$ cat src/rtl/tp_mul_arb_pkg.sv
// Shared types, widths and the round-robin pick helper for the TrackletProcessor
// multiplier-sharing arbiter.
package tp_mul_arb_pkg;

    localparam int unsigned MUL_A_W   = 18;
    localparam int unsigned MUL_B_W   = 18;
    localparam int unsigned MUL_P_W   = 32;
    localparam int unsigned MAX_REQ   = 8;
    localparam int unsigned ID_MAX_W  = 3;

    typedef struct packed {
        logic [ID_MAX_W-1:0] id;
        logic [MUL_P_W-1:0]  p;
    } mul_res_t;

    // First asserted valid at or after ptr, wrapping modulo nreq; one-hot or zero.
    function automatic logic [MAX_REQ-1:0] rr_pick(input logic [MAX_REQ-1:0]  valid,
                                                   input logic [ID_MAX_W-1:0] ptr,
                                                   input int unsigned         nreq);
        logic [MAX_REQ-1:0]  gnt;
        logic [ID_MAX_W-1:0] idx;
        gnt = '0;
        for (int unsigned k = 0; k < MAX_REQ; k++) begin
            idx = ID_MAX_W'((32'(ptr) + k) % nreq);
            if (k < nreq && gnt == '0 && valid[idx]) begin
                gnt[idx] = 1'b1;
            end
        end
        return gnt;
    endfunction

endpackage

$ cat src/rtl/tp_mul_pipe.sv
// LAT-stage signed 18x18 multiplier carrying a valid bit and requester ID alongside
// the product; valids clear synchronously on ap_rst.
module tp_mul_pipe
    import tp_mul_arb_pkg::*;
#(
    parameter int unsigned LAT = 3
) (
    input  logic                       ap_clk,
    input  logic                       ap_rst,
    input  logic                       valid_i,
    input  logic [ID_MAX_W-1:0]        id_i,
    input  logic signed [MUL_A_W-1:0]  a_i,
    input  logic signed [MUL_B_W-1:0]  b_i,
    output logic                       valid_o,
    output mul_res_t                   res_o,
    output logic [LAT-1:0]             stage_valid_o
);

    logic signed [MUL_A_W+MUL_B_W-1:0] prod_full;
    logic [LAT-1:0]                    vld_q;
    mul_res_t                          stage_q [LAT];

    assign prod_full = a_i * b_i;

    always_ff @(posedge ap_clk) begin
        if (ap_rst) begin
            vld_q <= '0;
        end else begin
            vld_q[0] <= valid_i;
            for (int unsigned i = 1; i < LAT; i++) begin
                vld_q[i] <= vld_q[i-1];
            end
        end
    end

    // Data stages are not reset; only the valids decide what reaches the FIFO.
    always_ff @(posedge ap_clk) begin
        stage_q[0] <= '{id: id_i, p: MUL_P_W'(prod_full)};
        for (int unsigned i = 1; i < LAT; i++) begin
            stage_q[i] <= stage_q[i-1];
        end
    end

    assign valid_o       = vld_q[LAT-1];
    assign res_o         = stage_q[LAT-1];
    assign stage_valid_o = vld_q;

endmodule

$ cat src/rtl/tp_mul_share_arbiter.sv
// Round-robin, credit-limited sharing of one pipelined multiplier among NREQ requesters,
// with ID-tagged results delivered through a show-ahead FIFO.
module tp_mul_share_arbiter
    import tp_mul_arb_pkg::*;
#(
    parameter int unsigned NREQ       = 4,
    parameter int unsigned LAT        = 3,
    parameter int unsigned FIFO_DEPTH = 4
) (
    input  logic                      ap_clk,
    input  logic                      ap_rst,
    input  logic [NREQ-1:0]           req_valid,
    output logic [NREQ-1:0]           req_ready,
    input  logic [NREQ*MUL_A_W-1:0]   req_a,
    input  logic [NREQ*MUL_B_W-1:0]   req_b,
    output logic                      res_valid,
    input  logic                      res_ready,
    output logic [$clog2(NREQ)-1:0]   res_id,
    output logic [MUL_P_W-1:0]        res_p,
    output logic                      busy
);

    localparam int unsigned ID_W = $clog2(NREQ);
    localparam int unsigned AW   = $clog2(FIFO_DEPTH);
    localparam int unsigned CW   = $clog2(FIFO_DEPTH + 1);

    logic [ID_W-1:0]          ptr_q, ptr_d;
    logic [CW-1:0]            credits_q, credits_d;
    logic [MAX_REQ-1:0]       pick;
    logic [NREQ-1:0]          gnt;
    logic                     issue, pop;
    logic [ID_MAX_W-1:0]      gnt_id;
    logic signed [MUL_A_W-1:0] a_sel;
    logic signed [MUL_B_W-1:0] b_sel;

    logic                     wr_en;
    mul_res_t                 pipe_res;
    logic [LAT-1:0]           pipe_valid;
    logic [AW:0]              wr_ptr_q, rd_ptr_q;
    mul_res_t                 mem_q [FIFO_DEPTH];
    mul_res_t                 head;
    logic                     fifo_empty, fifo_full;

    // Grant depends only on registered ptr/credits and req_valid, never on res_ready.
    always_comb begin
        pick = '0;
        if (!ap_rst && credits_q != '0) begin
            pick = rr_pick(MAX_REQ'(req_valid), ID_MAX_W'(ptr_q), NREQ);
        end
        gnt    = NREQ'(pick);
        issue  = |(gnt & req_valid);
        gnt_id = '0;
        a_sel  = '0;
        b_sel  = '0;
        ptr_d  = ptr_q;
        for (int unsigned i = 0; i < NREQ; i++) begin
            if (gnt[i]) begin
                gnt_id = ID_MAX_W'(i);
                a_sel  = req_a[i*MUL_A_W +: MUL_A_W];
                b_sel  = req_b[i*MUL_B_W +: MUL_B_W];
                ptr_d  = ID_W'((i + 1) % NREQ);
            end
        end
        pop       = ~fifo_empty & res_ready;
        credits_d = credits_q - CW'(issue) + CW'(pop);
    end

    assign req_ready = gnt;

    tp_mul_pipe #(
        .LAT (LAT)
    ) u_pipe (
        .ap_clk        (ap_clk),
        .ap_rst        (ap_rst),
        .valid_i       (issue),
        .id_i          (gnt_id),
        .a_i           (a_sel),
        .b_i           (b_sel),
        .valid_o       (wr_en),
        .res_o         (pipe_res),
        .stage_valid_o (pipe_valid)
    );

    always_ff @(posedge ap_clk) begin
        if (ap_rst) begin
            ptr_q     <= '0;
            credits_q <= CW'(FIFO_DEPTH);
            wr_ptr_q  <= '0;
            rd_ptr_q  <= '0;
        end else begin
            ptr_q     <= ptr_d;
            credits_q <= credits_d;
            if (wr_en) wr_ptr_q <= wr_ptr_q + (AW+1)'(1);
            if (pop)   rd_ptr_q <= rd_ptr_q + (AW+1)'(1);
        end
    end

    always_ff @(posedge ap_clk) begin
        if (wr_en) begin
            mem_q[wr_ptr_q[AW-1:0]] <= pipe_res;
        end
    end

    always_comb begin
        head       = mem_q[rd_ptr_q[AW-1:0]];
        fifo_empty = (wr_ptr_q == rd_ptr_q);
        fifo_full  = (wr_ptr_q[AW-1:0] == rd_ptr_q[AW-1:0]) && (wr_ptr_q[AW] != rd_ptr_q[AW]);
        res_valid  = ~fifo_empty;
        res_id     = res_valid ? ID_W'(head.id) : '0;
        res_p      = res_valid ? head.p : '0;
        busy       = (|pipe_valid) | ~fifo_empty;
    end

    // Credits bound pipeline + FIFO occupancy, so a write never lands on a full FIFO.
    assert property (@(posedge ap_clk) disable iff (ap_rst) !(wr_en && fifo_full && !pop));

endmodule
$ cat config.mk
export PLATFORM = sky130hd
export DESIGN_NAME = tp_mul_share_arbiter
export DESIGN_NICKNAME = d
export VERILOG_FILES = /design/src/rtl/tp_mul_arb_pkg.sv /design/src/rtl/tp_mul_pipe.sv /design/src/rtl/tp_mul_share_arbiter.sv
export SDC_FILE = /design/constraint.sdc
export NUM_CORES = 1
export LEC_CHECK = 0
export BUFFER_PORTS_ARGS = -buffer_cell sky130_fd_sc_hd__buf_2
export CORE_AREA = 2 2 191 193
export DETAILED_ROUTE_END_ITERATION = 12
export DIE_AREA = 0 0 193 195
export PLACE_DENSITY = 0.81
export SLEW_MARGIN = 25
export SYNTH_ARGS = -nofsm -noshare
export SYNTH_HDL_FRONTEND = slang
export SYNTH_HIERARCHICAL = 1
export SYNTH_SLANG_ARGS = --single-unit
$ cat constraint.sdc
create_clock -name ap_clk -period 13.4 [get_ports ap_clk]
set_input_delay 3.35 -clock ap_clk [delete_from_list [all_inputs] [get_ports ap_clk]]
set_output_delay 3.35 -clock ap_clk [all_outputs]
set_load 0.05 [all_outputs]
Yosys cells after proc, flatten, opt, wreduce, memory -nomap -nowiden
Memories as Yosys holds them, arrays and structs flattened. A register that Yosys moved wholly into a read port is not among the register bits.
Index checks and enable logic that the tools add are counted.
{"block": "op_classes", "addsub": 7, "n_mul": 1, "n_lt_le_gt_ge": 8, "n_eq_ne": 1, "n_mux": 44, "bitwise_logic": 7, "n_reduce_logical": 17}
{"op": "$mux 18", "n": 8}
{"op": "$mux 8", "n": 5}
{"op": "$mul 18x18->32", "n": 1}
{"op": "$mux 32", "n": 1}
{"op": "$logic_not 8->1", "n": 3}
{"op": "$lt 2x4->1 const B", "n": 4}
{"op": "$or 8x4->8", "n": 2}
{"op": "$mux 2", "n": 6}
{"op": "$mux 4", "n": 3}
{"op": "$mux 1", "n": 11}
{"op": "$bmux 1 s2", "n": 4}
{"op": "$demux 1 s2", "n": 4}
{"op": "$ge 2x1->1 const B", "n": 4}
{"op": "$logic_and 1x1->1", "n": 8}
{"op": "$add 3x1->3 const B", "n": 2}
{"op": "$mux 3", "n": 2}
{"op": "$reduce_bool 3->1", "n": 2}
{"op": "$add 2x2->2 const B", "n": 2}
{"op": "$and 4x4->4", "n": 1}
{"op": "$or 4x4->4", "n": 1}
{"op": "$reduce_or 4->1", "n": 1}
{"op": "$add 3x1->3", "n": 1}
{"op": "$eq 3x3->1", "n": 1}
{"op": "$reduce_or 3->1", "n": 1}
{"op": "other kinds (7)", "n": 7}
{"block": "totals", "reg_bits": 14, "mem_bits_rw": 245, "input_bits": 151, "output_inout_bits": 40, "elab_cells": 92, "n_memories": 2}
{"memory": "mem_q", "depth": 4, "width": 35, "rd": 1, "rd_ports_with_merged_regs": 1, "wr": 1, "line": "tp_mul_share_arbiter.sv:40", "rtl": "mul_res_t mem_q [FIFO_DEPTH];"}
{"memory": "u_pipe.stage_q", "depth": 3, "width": 35, "rd": 3, "rd_ports_with_merged_regs": 0, "wr": 3, "line": "tp_mul_pipe.sv:21", "rtl": "mul_res_t stage_q [LAT];"}

Longest topological paths before layout
Gate-level depths: netlist of run 1.
{"block": "logic_depth", "depth_word": 23, "depth_mapped": 35, "ltp_nobuf": 31}

Modules after synthesis
Netlist of run 1, hierarchy kept.
{"module": "tp_mul_pipe", "instances": 1, "cells_per_inst": 1399, "area_per_inst_um2": 13640.6, "seq_area_each_um2": 2162.1}
{"module": "tp_mul_share_arbiter", "instances": 1, "cells_per_inst": 541, "area_per_inst_um2": 7563.5, "seq_area_each_um2": 4344.2}

Least setup slack after synthesis of run 1
OpenSTA, ideal clock, no wires.
{"block": "synth_timing", "kind": "input -> register", "from": "input port req_valid[3]", "to": "memory u_pipe/stage_q[0][31] (netlist bit)", "setup_ps": 128, "arrival_ps": 10765, "required_ps": 13272, "setup_slack_ps": 2507, "stages": 30, "path_buffers": 3, "cell_sequence": "mux4_2 > and2_4 > a211oi_2 > o21a_1 > a41o_1 > buf_4 > buf_2 > nand4_1 > a31oi_1 > clkbuf_1 > nand2_1 > inv_1 > fa_1 > inv_1 > fa_1 > fa_1 > inv_1 > fa_1 > fa_1 > inv_1 > fa_1 > inv_1 > ha_1 > a21o_1 > a21o_1 > a221oi_2 > a31oi_4 > o41ai_4 > mux2i_1 > nand4_1"}
{"element": "from (decl)", "line": "tp_mul_share_arbiter.sv:12", "rtl": "input logic [NREQ-1:0] req_valid,"}
{"element": "to (decl)", "line": "tp_mul_pipe.sv:21"}

==> flow_summary_export.csv, run 1 <==
group,metric,value,unit
floorplan,die_h,195,um
finish,layout-drive-gt1-share,16.6,%
placed_design,placer_s_final_routability_congestion_estimate,0.915,
sta,finalMaxSlewViolations,0,
global_route,grt_pass1_vias,15544,
flow_run,max_cap_violations,0,
floorplan,area_inside_the_core_boundary,35400,um2
clocking,cts_tree,"built",
setup_path,cp-start-kind,"primary input",
floorplan,die_width,193,um
placed_design,place.detailed.hpwl,36.0,mm
sta,period_share,86.9,%
routing,drc_errors,0,
setup_path,crit_fanout,23,
sta,finalSetupViolCount,0,
routing,drt_iter0_markers,810,
floorplan,dieArea,37600,um2
routing,drt-pass1-iter-count,5,
routing,wl_met3,3.09,mm
clocking,clk_latency,500,ps
routing,met1_length,18.9,mm
sta,finalWorstPathRequiredPeriod,11650,ps
routing,average_via_count_per_standard_cell,5.55,
clocking,hold_buffers,0,
floorplan,initial_utilization,59.7,%
setup_path,worstPathArrival,12020,ps
global_route,globalRouteOverflowTotal,0,
clocking,clock_tree.root_cell,"sky130_fd_sc_hd__clkbuf_16",
global_route,initial_antenna_violation_count,0,
logic_synthesis,syn_area_per_cell,10.9,um2
global_route,grt_first_pass_wirelength,77.5,mm
sta,hold_viol,0,
setup_path,ff2ff_setup_slack,3540,ps
sta,timing.fmax,85.8,MHz
routing,dr.max_layer_used,"met4",
setup_path,endpoint_kind,"flop",
floorplan,io_pins,191,
clocking,cts_made_buffers,24,
sta,fin_setup_tns,0,ps
routing,final_antenna_net_count,0,
logic_synthesis,syn-cell-area,21100,um2
setup_path,critPathKind,"in -> reg",
logic_synthesis,syn_nets,2486,
finish,postLayoutCoreUtil,65.6,%
setup_path,required,13770,ps
logic_synthesis,yosys_warnings,6,
setup_path,r2r.worst_path.cells,30,
clocking,clock_tree.buffer_depth,3,
routing,route.detailed.wl_per_inst,18.3,um
clocking,ctsResizeCount,0,
global_route,grt_usage,26.1,%
clocking,post-cts-setup-buffer-count,0,
sta,final_clock_skew,17.4,ps
clocking,clock_tree_sinks,254,
sta,worst_margin_pin_slew,994,ps
sta,rsz_0062_raised_after_global_routing,"no",
finish,area_delta_synth_final,9.86,%
finish,final_antenna_diode_count,0,
placed_design,place.port_buffers,190,
status,status,"finished clean",
routing,totalWireLength,47.0,mm
logic_synthesis,postSynthCellCount,1935,
floorplan,floorplan.rows,69,
hold_path,worstHoldPathCells,0,
sta,slew_headroom,33.8,%
finish,finalNetCount,2638,
clocking,worst_setup_hold_path_clk_slew,60,ps
hold_path,worst_hold_path_type,"reg -> reg",
routing,dr_wl_met2,23.8,mm
clocking,cts-htree-levels,1,
global_route,grt_start_max_net_pins,45,
routing,routed-via-count,14241,
cell usage in the layout, fill, tap and decap left out, types with 15 or more instances in the layout:
| master | count |
|---|---|
| sky130_fd_sc_hd__clkbuf_16 | 25 |
| sky130_fd_sc_hd__buf_2 | 190 |
| sky130_fd_sc_hd__nor2_1 | 76 |
| sky130_fd_sc_hd__and2_1 | 169 |
| sky130_fd_sc_hd__nand4_1 | 40 |
| sky130_fd_sc_hd__dfxtp_1 | 117 |
| sky130_fd_sc_hd__fa_1 | 297 |
| sky130_fd_sc_hd__nand2_1 | 163 |
| sky130_fd_sc_hd__buf_4 | 54 |
| sky130_fd_sc_hd__ha_1 | 103 |
| sky130_fd_sc_hd__a32oi_1 | 36 |
| sky130_fd_sc_hd__mux4_2 | 37 |
| sky130_fd_sc_hd__inv_1 | 367 |
| sky130_fd_sc_hd__a31oi_1 | 38 |
| sky130_fd_sc_hd__nor2b_1 | 41 |
| sky130_fd_sc_hd__edfxtp_1 | 136 |
| sky130_fd_sc_hd__xnor2_1 | 37 |
| sky130_fd_sc_hd__a21oi_1 | 22 |
| sky130_fd_sc_hd__xor2_1 | 15 |
layout make-up:
type / instances / area [um2]
Sequential cell: 254 / 6450
Fill cell: 2700 / 12200
Clock buffer: 34 / 689
Inverter: 368 / 1380
Clock inverter: 10 / 57.6
Multi-Input combinational cell: 1193 / 12700
Tap cell: 461 / 577
Timing Repair Buffer: 246 / 1400
path summary, 6_finish.rpt:
check / startpoint / end
hold / removal: u_pipe/stage_q[0][24] / u_pipe/stage_q[0][59]
setup / recovery: req_valid[3] / u_pipe/stage_q[0][30]
hold reg to reg: u_pipe/stage_q[0][24] / u_pipe/stage_q[0][59]
setup reg to reg: ptr_q[0] / u_pipe/stage_q[0][30]
flip-flops by register name (all words and copies together), names as in the netlist, named ones only:
signal / flops
wr_ptr_q: 3
rd_ptr_q: 3
credits_q: 3
ptr_q: 2
u_pipe/stage_q: 102
u_pipe/stage_valid_o: 3
mem_q: 136
worst max-delay path, stage by stage:
cell and delay [ps]:
sky130_fd_sc_hd__buf_2 130, sky130_fd_sc_hd__mux4_2 580, sky130_fd_sc_hd__and2_4 220, sky130_fd_sc_hd__a211oi_2 230, sky130_fd_sc_hd__o21a_1 220, sky130_fd_sc_hd__a41o_1 860, sky130_fd_sc_hd__buf_4 350, sky130_fd_sc_hd__nand4_1 110
sky130_fd_sc_hd__a31oi_1 260, sky130_fd_sc_hd__buf_4 220, sky130_fd_sc_hd__inv_1 280, sky130_fd_sc_hd__nor2_1 250, sky130_fd_sc_hd__fa_1 480, sky130_fd_sc_hd__fa_1 520, sky130_fd_sc_hd__fa_1 440, sky130_fd_sc_hd__fa_1 470
sky130_fd_sc_hd__fa_1 490, sky130_fd_sc_hd__inv_1 50, sky130_fd_sc_hd__fa_1 470, sky130_fd_sc_hd__inv_1 40, sky130_fd_sc_hd__ha_1 350, sky130_fd_sc_hd__a211o_1 340, sky130_fd_sc_hd__a211oi_2 260, sky130_fd_sc_hd__nand3_1 180
sky130_fd_sc_hd__a41o_1 290, sky130_fd_sc_hd__a211oi_2 270, sky130_fd_sc_hd__a21oi_1 140, sky130_fd_sc_hd__xor2_1 160
metrics by stage:
step	instance area, um2	setup slack (ps)	std cells	hold slack, ps
CTS	23200	1860	2565	322
global placement	22400	1480	2520	311
floorplan	21100	2510	1935	310
finish	23200	1750	2566	324
global route	23200	1420	2566	327
detailed placement	22500	1320	2521	312
layer usage:
layer	vias up	track usage, %
li1	6454	-
met5	-	0
met3	95	3.54
met1	7122	33.4
met4	0	7.01
met2	570	46.4
Power of run 1 is not shown: default switching activity piles up to over one toggle a cycle in this logic, so the estimate is an artifact.
==> inputs of run 2 (changes only) <==
--- a/config.mk
+++ b/config.mk
@@ -9,7 +9,7 @@
 export CORE_AREA = 2 2 191 193
 export DETAILED_ROUTE_END_ITERATION = 12
 export DIE_AREA = 0 0 193 195
-export PLACE_DENSITY = 0.81
+export PLACE_DENSITY = 0.8
 export SLEW_MARGIN = 25
 export SYNTH_ARGS = -nofsm -noshare
 export SYNTH_HDL_FRONTEND = slang
==> run 2 against run 1 <==
  * Global-route usage decreased by 0.32 points
  * Critical path depth decreased by 1
  * Cell area unchanged
  * First-iteration DRC count increased by 12%
  * Sequential share of layout area unchanged
  * Clock skew increased by 19 ps
  * Worst setup slack got worse by 410 ps
  * Final cell count about the same
  * Fmax decreased by 3.4%
  * Critical path type unchanged
==> flow_summary_export.csv, run 2 (same netlist as run 1, synthesis figures left out) <==
group,metric,value,unit
status,status,"finished clean",
routing,totalWireLength,46.3,mm
sta,finalSetupViolCount,0,
global_route,gr-usage-met3,3.16,%
finish,layout-drive-gt1-share,16.5,%
placed_design,place.detailed.hpwl,35.6,mm
routing,drt-pass1-iter-count,8,
sta,rsz_0062_raised_after_global_routing,"no",
floorplan,dieArea,37600,um2
setup_path,crit_family,"compound AO/OA/AOI/OAI gates",
routing,drc_errors,0,
setup_path,crit_fanout,17,
floorplan,die_h,195,um
setup_path,cp.depth,27,
placed_design,placer_s_final_routability_congestion_estimate,0.911,
clocking,clk_latency,530,ps
finish,n_fill_cell,2675,
setup_path,cp-start-kind,"primary input",
sta,hold_viol,0,
routing,routed-via-count,14304,
setup_path,critPathKind,"in -> reg",
finish,finalNonFillerCells,2564,
global_route,grt_first_pass_wirelength,77.0,mm
global_route,global_route.usage.met1,33.7,%
clocking,cts_tree,"built",
sta,finalMaxSlewViolations,0,
floorplan,die_width,193,um
sta,final_clock_skew,36.8,ps
global_route,grt_pass1_vias,15501,
setup_path,required,13790,ps
finish,finalNetCount,2635,
clocking,clock_tree.root_cell,"sky130_fd_sc_hd__clkbuf_16",
sta,worst_margin_pin_slew,1080,ps
floorplan,io_pins,191,
routing,route.detailed.wl_per_inst,18.1,um
clocking,clock_tree_sinks,254,
finish,area_delta_synth_final,9.86,%
placed_design,place_inst,2517,
hold_path,worst_hold_path_type,"reg -> reg",
setup_path,worstPathArrival,12440,ps
floorplan,floorplan.rows,69,
floorplan,initial_utilization,59.7,%
setup_path,ff2ff_setup_slack,3100,ps
setup_path,reg2reg_to,"u_pipe/stage_q[0][30]",
setup_path,startpoint_of_the_worst_setup_timing_path,"req_valid[3]",
clocking,clock_tree.buffer_depth,3,
clocking,cts_made_buffers,25,
hold_path,worstHoldStart,"u_pipe/stage_q[0][15]",
flow_run,max_cap_violations,0,
sta,setup_ws,1340,ps
routing,average_via_count_per_standard_cell,5.58,
global_route,initial_antenna_violation_count,0,
sta,period_share,90.0,%
global_route,grt_most_used_layer,"met2",
global_route,grt_usage,25.7,%
placed_design,place.port_buffers,190,
setup_path,critPathCapture,"u_pipe/stage_q[0][30]",
setup_path,reg2reg_from,"ptr_q[0]",
clocking,post-cts-setup-buffer-count,0,
routing,final_antenna_net_count,0,
setup_path,cpMaxStageDelayCell,"sky130_fd_sc_hd__a31oi_1",
clocking,ctsResizeCount,0,
global_route,globalRouteOverflowTotal,0,
global_route,grtUsageMet2,45.3,%
sta,timing.fmax,82.9,MHz
clocking,cts-htree-levels,1,
setup_path,cp_slowest_stage_delay,890,ps
finish,final_antenna_diode_count,0,
setup_path,critical_path.most_common_cell,"sky130_fd_sc_hd__fa_1",
routing,drt_iter0_markers,908,
sta,slew_headroom,27.5,%
sta,finalWorstPathRequiredPeriod,12060,ps
finish,final_cell_mix,"367 x sky130_fd_sc_hd__inv_1, 297 x sky130_fd_sc_hd__fa_1, 190 x sky130_fd_sc_hd__buf_2",
floorplan,area_inside_the_core_boundary,35400,um2
clocking,hold_buffers,0,
setup_path,endpoint_kind,"flop",
setup_path,r2r.worst_path.cells,28,
setup_path,timing.critical_path.buf_inv,5,
global_route,grt_start_max_net_pins,57,
finish,final_common_cell,"sky130_fd_sc_hd__inv_1",
sta,fin_setup_tns,0,ps
clocking,worst_setup_hold_path_clk_slew,60,ps
placed_design,preCtsSetupSlack,1010,ps
finish,largest_register_ff_count,136,
## run 2: per-layer routing
layer | vias to the layer above | share of wire [%]
li1 | 6462 | -
met1 | 7132 | 41
met2 | 617 | 50
met3 | 93 | 6.8
met4 | 0 | 2.7
met5 | - | 0
## run 2: worst min-delay path by stage
stage	endpoint	slack [ps]	cells after the start
3_5_place_dp	u_pipe/stage_q[0][73]	310	0
6_report	u_pipe/stage_q[0][50]	300	0
3_3_place_gp	u_pipe/stage_q[0][57]	310	0
2_1_floorplan	u_pipe/stage_q[0][100]	310	0
4_1_cts	u_pipe/stage_q[0][50]	300	0
5_1_grt	u_pipe/stage_q[0][50]	310	0
## run 2: layout make-up
| type | instances | area [um2] | area share (%) |
|---|---|---|---|
| Sequential cell | 254 | 6450 | 27.8 |
| Clock inverter | 13 | 111 | 0.480 |
| Clock buffer | 33 | 677 | 2.92 |
| Multi-Input combinational cell | 1193 | 12700 | 54.6 |
| Tap cell | 461 | 577 | 2.48 |
| Timing Repair Buffer | 242 | 1360 | 5.85 |
| Inverter | 368 | 1380 | 5.95 |
## run 2: worst reg2reg max path: cells and delay by family (launching register included)
family | cells | cell delay, ps
DFF | 1 | 690
buffers and inverters | 5 | 1230
xor gates and xnor gates | 1 | 150
and+or+nand+nor | 5 | 1310
adders and majority gates | 8 | 3540
AOI/OAI and AO/OA | 9 | 3230
## run 2: metrics by stage
stage / util, % / cell area (um2) / hold slack, ps
after detailed placement: 63.3 / 22400 / 312
after global routing: 65.6 / 23200 / 305
after global placement: 63.3 / 22400 / 310
final: 65.6 / 23200 / 300
after CTS: 65.6 / 23200 / 298
after floorplan: - / 21100 / 310
Power of run 2 is left out for the same reason.
==> inputs of run 3 (changes only) <==
--- a/config.mk
+++ b/config.mk
@@ -6,10 +6,12 @@
 export NUM_CORES = 1
 export LEC_CHECK = 0
 export BUFFER_PORTS_ARGS = -buffer_cell sky130_fd_sc_hd__buf_2
-export CORE_AREA = 2 2 191 193
+export CELL_PAD_IN_SITES_DETAIL_PLACEMENT = 1
+export CELL_PAD_IN_SITES_GLOBAL_PLACEMENT = 1
+export CORE_AREA = 2 2 212 214
 export DETAILED_ROUTE_END_ITERATION = 12
-export DIE_AREA = 0 0 193 195
-export PLACE_DENSITY = 0.8
+export DIE_AREA = 0 0 214 216
+export PLACE_DENSITY_LB_ADDON = 0.1
 export SLEW_MARGIN = 25
 export SYNTH_ARGS = -nofsm -noshare
 export SYNTH_HDL_FRONTEND = slang
==> run 3 against run 2 <==
  * Via count shrank 2.6%
  * Cell area up 1.3%
  * Clock skew shrank 15 ps
  * Sequential share of layout area decreased by 0.36 points
  * Routed wire length is 12% higher
  * Register-to-register slack worse by 30 ps
  * First-iteration DRC count down 31%
  * Flip-flop and latch count is the same
  * Die area up 23%
  * Largest cell class unchanged
==> flow_summary_export.csv, run 3 (same netlist as run 1, synthesis figures left out) <==
group,metric,value,unit
status,status,"finished clean",
setup_path,ff2ff_setup_slack,3070,ps
clocking,post-cts-setup-buffer-count,0,
clocking,ctsResizeCount,0,
sta,finalMaxSlewViolations,0,
placed_design,place.port_buffers,190,
routing,drt-pass1-iter-count,5,
setup_path,crit_fanout,24,
setup_path,reg2reg_to,"u_pipe/stage_q[0][30]",
sta,timing.fmax,84.1,MHz
clocking,clk_latency,520,ps
setup_path,endpoint_kind,"flop",
routing,average_via_count_per_standard_cell,5.18,
setup_path,critPathCapture,"u_pipe/stage_q[0][30]",
routing,routed-via-count,13939,
finish,postLayoutCoreUtil,53.7,%
finish,final_cell_mix,"367 x sky130_fd_sc_hd__inv_1, 297 x sky130_fd_sc_hd__fa_1, 190 x sky130_fd_sc_hd__buf_2",
global_route,grt_pass1_vias,16027,
placed_design,place.detailed.hpwl,41.3,mm
clocking,clock_tree.root_cell,"sky130_fd_sc_hd__clkbuf_16",
finish,layout.area.seq,6450,um2
floorplan,die_width,214,um
sta,fin_setup_tns,0,ps
sta,final_clock_skew,21.4,ps
routing,drt_iter0_markers,624,
global_route,grt_usage,23.4,%
clocking,worst_setup_hold_path_clk_slew,60,ps
routing,route.detailed.wl_per_inst,19.3,um
setup_path,critPathKind,"in -> reg",
global_route,grt_first_pass_wirelength,85.9,mm
finish,layout-drive-gt1-share,16.9,%
setup_path,required,13790,ps
sta,period_share,88.7,%
sta,rsz_0062_raised_after_global_routing,"no",
floorplan,die_h,216,um
floorplan,floorplan.rows,77,
routing,final_antenna_net_count,0,
sta,slew_headroom,31.8,%
clocking,hold_buffers,0,
sta,hold_viol,0,
setup_path,r2r.worst_path.cells,28,
finish,largest_register_ff_count,136,
sta,worst_margin_pin_slew,1020,ps
floorplan,io_pins,191,
finish,n_fill_cell,4753,
setup_path,worstPathArrival,12280,ps
setup_path,reg2reg_from,"ptr_q[0]",
clocking,cts-htree-levels,1,
global_route,initial_antenna_violation_count,0,
setup_path,startpoint_of_the_worst_setup_timing_path,"req_valid[3]",
hold_path,worst_hold_path_type,"reg -> reg",
finish,final_common_cell,"sky130_fd_sc_hd__inv_1",
finish,multi_input_area,12700,um2
sta,finalWorstPathRequiredPeriod,11890,ps
global_route,globalRouteOverflowTotal,0,
clocking,cts_made_buffers,24,
flow_run,max_cap_violations,0,
floorplan,dieArea,46200,um2
global_route,grt_start_max_net_pins,38,
sta,finalSetupViolCount,0,
floorplan,area_inside_the_core_boundary,43800,um2
routing,totalWireLength,52.0,mm
clocking,clock_tree_sinks,254,
finish,area_delta_synth_final,11.3,%
routing,drc_errors,0,
clocking,cts_tree,"built",
finish,final_antenna_diode_count,0,
setup_path,cp-start-kind,"primary input",
placed_design,placer_s_final_routability_congestion_estimate,0.882,
finish,finalNetCount,2634,
floorplan,initial_utilization,48.2,%
clocking,clock_tree.buffer_depth,3,
run 3: cell types whose count changed in the layout (fill, tap and decap cells not counted), moves of 2 or more:
| cell | change |
|---|---|
| sky130_fd_sc_hd__inv_4 | +2 |
| sky130_fd_sc_hd__clkbuf_1 | -4 |
| sky130_fd_sc_hd__clkbuf_8 | +4 |
| sky130_fd_sc_hd__clkbuf_16 | +3 |
| sky130_fd_sc_hd__a31oi_2 | +2 |
| sky130_fd_sc_hd__inv_6 | -2 |
| sky130_fd_sc_hd__clkinv_2 | -2 |
| sky130_fd_sc_hd__clkinv_1 | -3 |
| sky130_fd_sc_hd__a31oi_1 | -4 |
| sky130_fd_sc_hd__a31oi_4 | +2 |
run 3: worst min-delay path by stage:
stage	start	slack, ps	depth (start not counted)	endpoint
detailed placement	u_pipe/stage_q[0][57]	310	0	u_pipe/stage_q[0][92]
CTS	u_pipe/stage_q[0][63]	320	0	u_pipe/stage_q[0][98]
floorplan	u_pipe/stage_q[0][65]	310	0	u_pipe/stage_q[0][100]
finish	u_pipe/stage_q[0][16]	320	0	u_pipe/stage_q[0][51]
global route	u_pipe/stage_q[0][45]	330	0	u_pipe/stage_q[0][80]
global placement	u_pipe/stage_q[0][16]	310	0	u_pipe/stage_q[0][51]
run 3: layer usage:
metal	wire length (um)	GRT usage, %	up-vias	share of wire, %
met3	1830	2.10	49	3.5
met2	25900	42.3	317	50
met4	852	4.73	0	1.6
li1	-	-	6445	-
met1	23400	30.9	7128	45
met5	0	0	-	0
run 3: worst max-delay path: stages:
cell,delay (ps)
sky130_fd_sc_hd__buf_2,140
sky130_fd_sc_hd__mux4_2,580
sky130_fd_sc_hd__and2_4,230
sky130_fd_sc_hd__a211oi_2,290
sky130_fd_sc_hd__o2111ai_1,230
sky130_fd_sc_hd__o31ai_4,740
sky130_fd_sc_hd__buf_12,250
sky130_fd_sc_hd__a32oi_1,80
sky130_fd_sc_hd__a31oi_1,690
sky130_fd_sc_hd__inv_1,540
sky130_fd_sc_hd__nor2_1,250
sky130_fd_sc_hd__fa_1,460
sky130_fd_sc_hd__fa_1,470
sky130_fd_sc_hd__fa_1,520
sky130_fd_sc_hd__fa_1,430
sky130_fd_sc_hd__fa_1,500
sky130_fd_sc_hd__inv_1,50
sky130_fd_sc_hd__fa_1,470
sky130_fd_sc_hd__inv_1,50
sky130_fd_sc_hd__ha_1,350
sky130_fd_sc_hd__a211o_1,360
sky130_fd_sc_hd__a211oi_2,260
sky130_fd_sc_hd__nand3_1,150
sky130_fd_sc_hd__a41o_1,280
sky130_fd_sc_hd__a211oi_2,250
sky130_fd_sc_hd__a21oi_1,120
sky130_fd_sc_hd__xor2_1,150
run 3: final cells by class:
class	instances	area share (%)
multi-input combinational	1193	54.0
sequential	254	27.4
inverter	368	5.87
timing repair buffer	242	5.76
clock buffer	36	3.37
tap	592	3.15
clock inverter	8	0.415
run 3: stage by stage:
| stage | std cells | hold WS [ps] | cell area (um2) | worst slack [ps] |
|---|---|---|---|---|
| floorplan | 1935 | 310 | 21100 | 2510 |
| global placement | 2649 | 311 | 22600 | 1150 |
| detailed placement | 2649 | 313 | 22600 | 914 |
| CTS | 2693 | 323 | 23500 | 1440 |
| global route | 2693 | 333 | 23500 | 1140 |
| finish | 2693 | 322 | 23500 | 1510 |
Power of run 3 is left out for the same reason.
